## config.mk

```make
export PLATFORM = sky130hd
export DESIGN_NAME = operand_fetch_stage
export DESIGN_NICKNAME = d
export VERILOG_FILES = /design/src/rtl/operand_fetch_stage.sv
export SDC_FILE = /design/constraint.sdc
export NUM_CORES = 2
export LEC_CHECK = 0
export CELL_PAD_IN_SITES_DETAIL_PLACEMENT = 1
export CELL_PAD_IN_SITES_GLOBAL_PLACEMENT = 2
export CORE_MARGIN = 2
export CORE_UTILIZATION = 46
export DETAILED_ROUTE_END_ITERATION = 16
export GPL_ROUTABILITY_DRIVEN = 0
export GPL_TIMING_DRIVEN = 0
export HOLD_SLACK_MARGIN = 0.12
export PLACE_DENSITY = 0.88
export SLEW_MARGIN = 0
export SYNTH_ARGS = -nofsm -noshare
export SYNTH_HDL_FRONTEND = slang
export SYNTH_SLANG_ARGS = --single-unit
```

## constraint.sdc

```tcl
create_clock -name clk -period 2.7 [get_ports clk]
set_input_delay 0.27 -clock clk [delete_from_list [all_inputs] [get_ports clk]]
set_output_delay 0.27 -clock clk [all_outputs]
set_load 0.05 [all_outputs]
```

## src/rtl/operand_fetch_stage.sv

```systemverilog
// Operand fetch: 32-entry integer register file with write-to-read bypass,
// feeding the ALU through a single-entry valid/ready output register.
module operand_fetch_stage #(
   parameter int XLEN = 32,
   parameter int NREG = 32
) (
   input  logic            clk,
   input  logic            reset,
   input  logic            in_valid,
   output logic            in_ready,
   input  logic [4:0]      Rs1,
   input  logic [4:0]      Rs2,
   input  logic [4:0]      Rd,
   input  logic [XLEN-1:0] ImmExt,
   input  logic            ALUSrc,
   input  logic [2:0]      ALUControlIn,
   input  logic            WE3,
   input  logic [4:0]      A3,
   input  logic [XLEN-1:0] WD3,
   output logic            out_valid,
   input  logic            out_ready,
   output logic [XLEN-1:0] SrcA,
   output logic [XLEN-1:0] SrcB,
   output logic [XLEN-1:0] WriteData,
   output logic [2:0]      ALUControl,
   output logic [4:0]      RdOut
);

   logic [XLEN-1:0] regs [NREG];
   logic [XLEN-1:0] rs1_val;
   logic [XLEN-1:0] rs2_val;
   logic            accept;

   // x0 is hardwired; a same-cycle writeback wins over the stored value
   function automatic logic [XLEN-1:0] read_reg(input logic [4:0] r);
      logic [XLEN-1:0] v;
      if (r == 5'd0)
         v = '0;
      else if (WE3 && A3 == r)
         v = WD3;
      else
         v = regs[r];
      return v;
   endfunction

   always_comb begin
      rs1_val = read_reg(Rs1);
      rs2_val = read_reg(Rs2);
   end

   assign in_ready = !out_valid || out_ready;
   assign accept   = in_valid && in_ready;

   always_ff @(posedge clk) begin
      if (reset) begin
         for (int i = 0; i < NREG; i++)
            regs[i] <= '0;
      end else if (WE3 && A3 != 5'd0) begin
         regs[A3] <= WD3;
      end
   end

   always_ff @(posedge clk) begin
      if (reset) begin
         out_valid  <= 1'b0;
         SrcA       <= '0;
         SrcB       <= '0;
         WriteData  <= '0;
         ALUControl <= 3'b000;
         RdOut      <= 5'd0;
      end else if (accept) begin
         out_valid  <= 1'b1;
         SrcA       <= rs1_val;
         SrcB       <= ALUSrc ? ImmExt : rs2_val;
         WriteData  <= rs2_val;
         ALUControl <= ALUControlIn;
         RdOut      <= Rd;
      end else if (out_ready) begin
         out_valid  <= 1'b0;
      end
   end

endmodule
```

=== After elaboration in Yosys (flattened, before gate mapping) ===
Memory sizes are Yosys's and may differ from the RTL's.
Cells that the tools add are included.

* Register bits after elaboration: 105
* Bits in writable memories: 1,024
* Input port bits: 93
* Output and inout bits: 106
* Word-level logic and storage cells: 35
* Memories: 1

* Eq/ne operators: 2
* Muxes and demuxes: 15
* Reductions and logical operators: 11

{| class="wikitable"
|+ Memories
! memory !! depth !! width !! rd ports !! clocked after Yosys merged registers in !! wr ports !! RTL line !! text
|-
| regs || 32 || 32 || 2 || 0 || 32 || 29 || <nowiki>logic [XLEN-1:0] regs [NREG];</nowiki>
|}

{| class="wikitable"
|+ Operator list
! cell !! count
|-
| $mux W32 || 6
|-
| $reduce_or A32 Y1 || 1
|-
| $eq A5 B5 Y1 || 2
|-
| $logic_not A5 Y1 || 2
|-
| $mux W1 || 8
|-
| $mux W5 || 1
|-
| $reduce_bool A5 Y1 || 1
|-
| $logic_and A1 B1 Y1 || 4
|-
| $reduce_bool A2 Y1 || 1
|-
| $logic_not A1 Y1 || 1
|-
| $logic_or A1 B1 Y1 || 1
|}

=== Depth between registers and ports, before layout ===
* Depth in word-level cells: 7
* Mapped depth: 11
* Depth with buffers taken out: 6

=== Least setup slack after synthesis ===
Ideal clock, no wire load.

* Path kind: register to register
* From: register out_valid
* To: register SrcA[0]
* Library setup time: 134 ps
* Arrival time: 2,290 ps
* Data required time: 2,566 ps
* Setup slack: 276 ps
* Stages on the path, launching flop included: 9
* Path buffers: 3
* Clock period less this slack: 2,424 ps
* Cells stage by stage: dfxtp_1 -> nand2b_1 -> and2_1 -> clkbuf_1 -> o21ai_0 -> or3_1 -> clkbuf_1 -> clkbuf_1 -> o22ai_1

* Longest elaborated chain between the ends: 3

{| class="wikitable"
|+ Ends and longest elaborated chain
! element !! RTL line !! text
|-
| start: declaration || 20 || <nowiki>output logic out_valid,</nowiki>
|-
| start signal: assignment || 65 || <nowiki>out_valid <= 1'b0;</nowiki>
|-
| start signal: assignment || 72 || <nowiki>out_valid <= 1'b1;</nowiki>
|-
| start signal: assignment || 79 || <nowiki>out_valid <= 1'b0;</nowiki>
|-
| $logic_not A1 Y1 || 51 || <nowiki>assign in_ready = !out_valid || out_ready;</nowiki>
|-
| $logic_or A1 B1 Y1 || 51 ||
|-
| via in_ready || 10 || <nowiki>output logic in_ready,</nowiki>
|-
| $logic_and A1 B1 Y1 || 52 || <nowiki>assign accept = in_valid && in_ready;</nowiki>
|-
| end signal: assignment || 73 || <nowiki>SrcA <= rs1_val;</nowiki>
|-
| end: declaration || 22 || <nowiki>output logic [XLEN-1:0] SrcA,</nowiki>
|}

The timed path passes the listed nets, and every way through them passes these cells.
A chain may end at the register's enable or synchronous reset.

==> key figures <==
STA
  • Worst slew pin tran: 1.516 ns
  • Fin crit share: 115.2%
  • Hold Fails Final Rpt: 0
  • Fmax: 321.5 MHz
  • Max-slew headroom: -1.079%
  • Max-slew violation count: 21
  • Post-layout minimum cycle time: 3.111 ns
  • RSZ-0062 raised after global routing: yes
  • Hold WS: 0.1701 ns
  • Final-report setup violation count: 1008
  • Final Skew: 0.05897 ns
  • Setup ws final: -0.4105 ns
  • Setup_tns: -97.51 ns

GRT
  • Initial antenna violation count: 10
  • All-Layer GR Usage: 39.21%
  • Largest net degree at the start of global routing: 33
  • Vias in the first global route: 42780
  • First-pass GRT wire length: 347.9 mm
  • Total grt overflow: 0

Floorplanning
  • Die Span Y: 361.4 microns
  • Io pins: 199
  • Core footprint: 127200 sq um
  • Die ar.: 130600 sq um
  • Initial Util: 46.20%
  • Core Rows: 131
  • Die W: 361.4 microns

Power and ir drop
  • Pwr Total: 44.79 mW
  • Leak: 23.34 nW
  • PwrDens: 663.5 nW/um^2
  • Peak supply drop: 0.6337 mV
  • Logic gate share of total power: 14.9%
  • Pint: 32.23 mW
  • Sequential Power Share: 46.1%
  • Clk network pwr share: 38.9%
  • Sw Share: 28.03%
  • Switching power of the nets: 12.56 mW

Routing
  • Met3 wire length: 36.83 mm
  • DR pass1 iterations: 8
  • WL/cell: 42.82 microns
  • Metal2 WL: 110.5 mm
  • Via Count: 43030
  • Vias per cell: 7.044
  • Final wirelength: 261.6 mm
  • DRC marker count from the first detailed-route iteration: 7690
  • M1 WL: 90.94 mm
  • Final ANT Viol Nets: 0
  • Highest Signal Layer: met5
  • Residual DRC: 0

Synthesis
  • Synth warnings: 0
  • Synth Register Bits: 1129
  • Syn Area/Cell: 14.78 sq um
  • Post-synth top area share: 52.33%
  • Leading register cell type out of synthesis: edfxtp_1
  • Synth area leaders: edfxtp_1 (52%), mux4_2 (19%), and2_1 (11%), mux2i_1 (3.9%), dfxtp_1 (3.6%)
  • Mapped Area: 58760 sq um
  • Seq/Total Area, Yosys: 55.90%
  • Synthesized instance count: 3975
  • Post-synth top area cell: edfxtp_1
  • Number of synthesized flops with an enable pin: 1024
  • Ys async rst share: 0%
  • Yosys cell types: 55

Worst setup path
  • Setup Crit Path Kind: input port to flip-flop
  • Family with the most delay on the worst path: simple AND/OR/NAND/NOR gates
  • Crit-path max FO: 16
  • Critical path's slowest cell: nor2_2
  • RR Endpoint: SrcA[10]
  • Arrival @ worst endpoint: 3.49 ns
  • Slowest cell delay on critical path: 1.02 ns
  • Flop2flop setup slack: 0.04 ns
  • WP data required: 3.08 ns
  • Worst setup EP type: flip-flop
  • Worst-path cell chain: clkdlybuf4s50_1, nor2b_1, nand3b_1, nor2_2, or2_2
  • Register-to-Register Path Depth: 7
  • Crit path launch type: input port
  • R2r startpoint: out_valid
  • Worst Path Buf+Inv: 1

Hold path
  • Hold Path Class: input port to flip-flop
  • Endpoint, Worst Hold: SrcB[23]
  • Hold_sp: ImmExt[23]
  • Worst hold path depth: 3

Layout
  • Nets: 4430
  • Final Instance Area: 67500 sq um
  • Most common cell after layout, fill and taps aside: edfxtp_1
  • Layout cells sized above 1: 21.46%
  • Area growth syn-to-layout: 14.87%
  • Most frequent cells in the layout: edfxtp_1 (1024), and2_1 (994), mux4_2 (494)
  • FILL cells: 12260

Clocking
  • CTS tree: yes
  • Clock Latency Late Sink: 0.80 ns
  • Root Driver: clkbuf_16
  • Clk buf depth: 3
  • Clk pin slew, worst setup/hold paths: 0.06 ns
  • H-tree levels: 3
  • Clock sinks: 1129
  • Num CTS Buffers: 120

Place
  • Pre-CTS setup slack: -1.913 ns
  • Final HPWL DP: 180.7 mm
  • Port buffer count: 186
  • Dpl cell area: 62860 sq um

Run status
  • Status: finished, violations left
  • Failing checks: max-capacitance violations, max-slew violations, negative setup slack

Flow run
  • Max-Cap Viols: 3
-- cells by family after synthesis --
| family | count (synthesis) | share of synthesized area [%] |
|---|---|---|
| and+or+nand+nor | 1289 | 13.08 |
| AOI/OAI and AO/OA | 395 | 4.812 |
| buffers and inverters | 429 | 3.230 |
| muxes | 722 | 22.82 |
| other | 1 | 0.006381 |
| DFF | 1129 | 55.90 |
| xor gates and xnor gates | 10 | 0.1491 |
-- worst max path at each step --
stage	start	end	depth (start not counted)
3_5_place_dp	Rs2[0]	SrcB[9]	10
4_1_cts	WE3	regs[1][31]	5
2_1_floorplan	out_valid	SrcA[0]	8
6_report	WE3	regs[29][31]	5
5_1_grt	WE3	regs[29][31]	5
3_3_place_gp	Rs2[0]	SrcB[9]	10
-- what timing repair did --
action                                  CTS  global route
pin swaps                                 7             2
resized for setup                       128            69
endpoints found under the hold margin     9             0
hold buffers                              9             0
setup endpoints to repair              1107           974
buffers inserted                          5             1
gates cloned                              2             8
-- layout make-up --
| type | count | area (sq um) | area share, % |
|---|---|---|---|
| Antenna cell | 7 | 17.52 | 0.02595 |
| Sequential cell | 1129 | 32850 | 48.67 |
| Clock buffer | 155 | 3256 | 4.823 |
| Buffer | 422 | 2076 | 3.075 |
| Tap cell | 1662 | 2079 | 3.081 |
| Multi-Input combinational cell | 2458 | 24440 | 36.21 |
| Inverter | 3 | 11.26 | 0.01668 |
| Clock inverter | 70 | 742.0 | 1.099 |
| Timing Repair Buffer | 203 | 2027 | 3.003 |
-- power by group through the flow --
stage	Combinational (mW)	Clock, mW	Sequential, mW
4_1_cts	6.38	17.2	20.6
3_5_place_dp	6.27	0	21.0
5_1_grt	6.68	17.8	20.7
6_report	6.68	17.4	20.7
2_1_floorplan	3.18	0	21.2
3_3_place_gp	6.17	0	20.9
-- registers in the layout, indices dropped and copies added (netlist names) --
| name | cells |
|---|---|
| ALUControl | 3 |
| RdOut | 5 |
| SrcA | 32 |
| SrcB | 32 |
| WriteData | 32 |
| out_valid | 1 |
| regs | 1024 |
-- worst register-to-register path: cells and delay by family, from the launching register on --
family	cells	cell delay [ns]
buf+inv	2	1.18
flops	1	0.33
simple gates	3	0.63
compound gates	2	0.34
-- stage by stage --
stage	instances	util, %
after global routing	6102	53.06
after floorplan	4006	-
after CTS	6093	52.92
after detailed placement	5856	49.42
after global placement	5854	49.39
final	6109	53.07
-- metal layers --
layer / track usage [%] / vias up
met4: 27.64 / 12
met1: 50.51 / 22430
met3: 12.05 / 895
met2: 56.56 / 3680
li1: - / 16010
met5: 0 / -
-- cells in the mapped netlist (10+ instances only) --
master / instances
a21oi_1: 64
o22a_1: 20
clkbuf_1: 295
buf_1: 26
o21ai_0: 27
nor2_1: 104
a211oi_1: 24
nand2_1: 58
or2_2: 34
nand3_1: 20
mux4_2: 494
and2_1: 995
mux2i_1: 228
buf_4: 23
buf_2: 71
dfxtp_1: 105
or3_1: 12
a22o_1: 22
o31ai_1: 15
o22ai_1: 61
a221oi_1: 10
edfxtp_1: 1024
nand4_1: 15
a22oi_1: 107
Note: power is estimated with default switching activity, not from simulation.
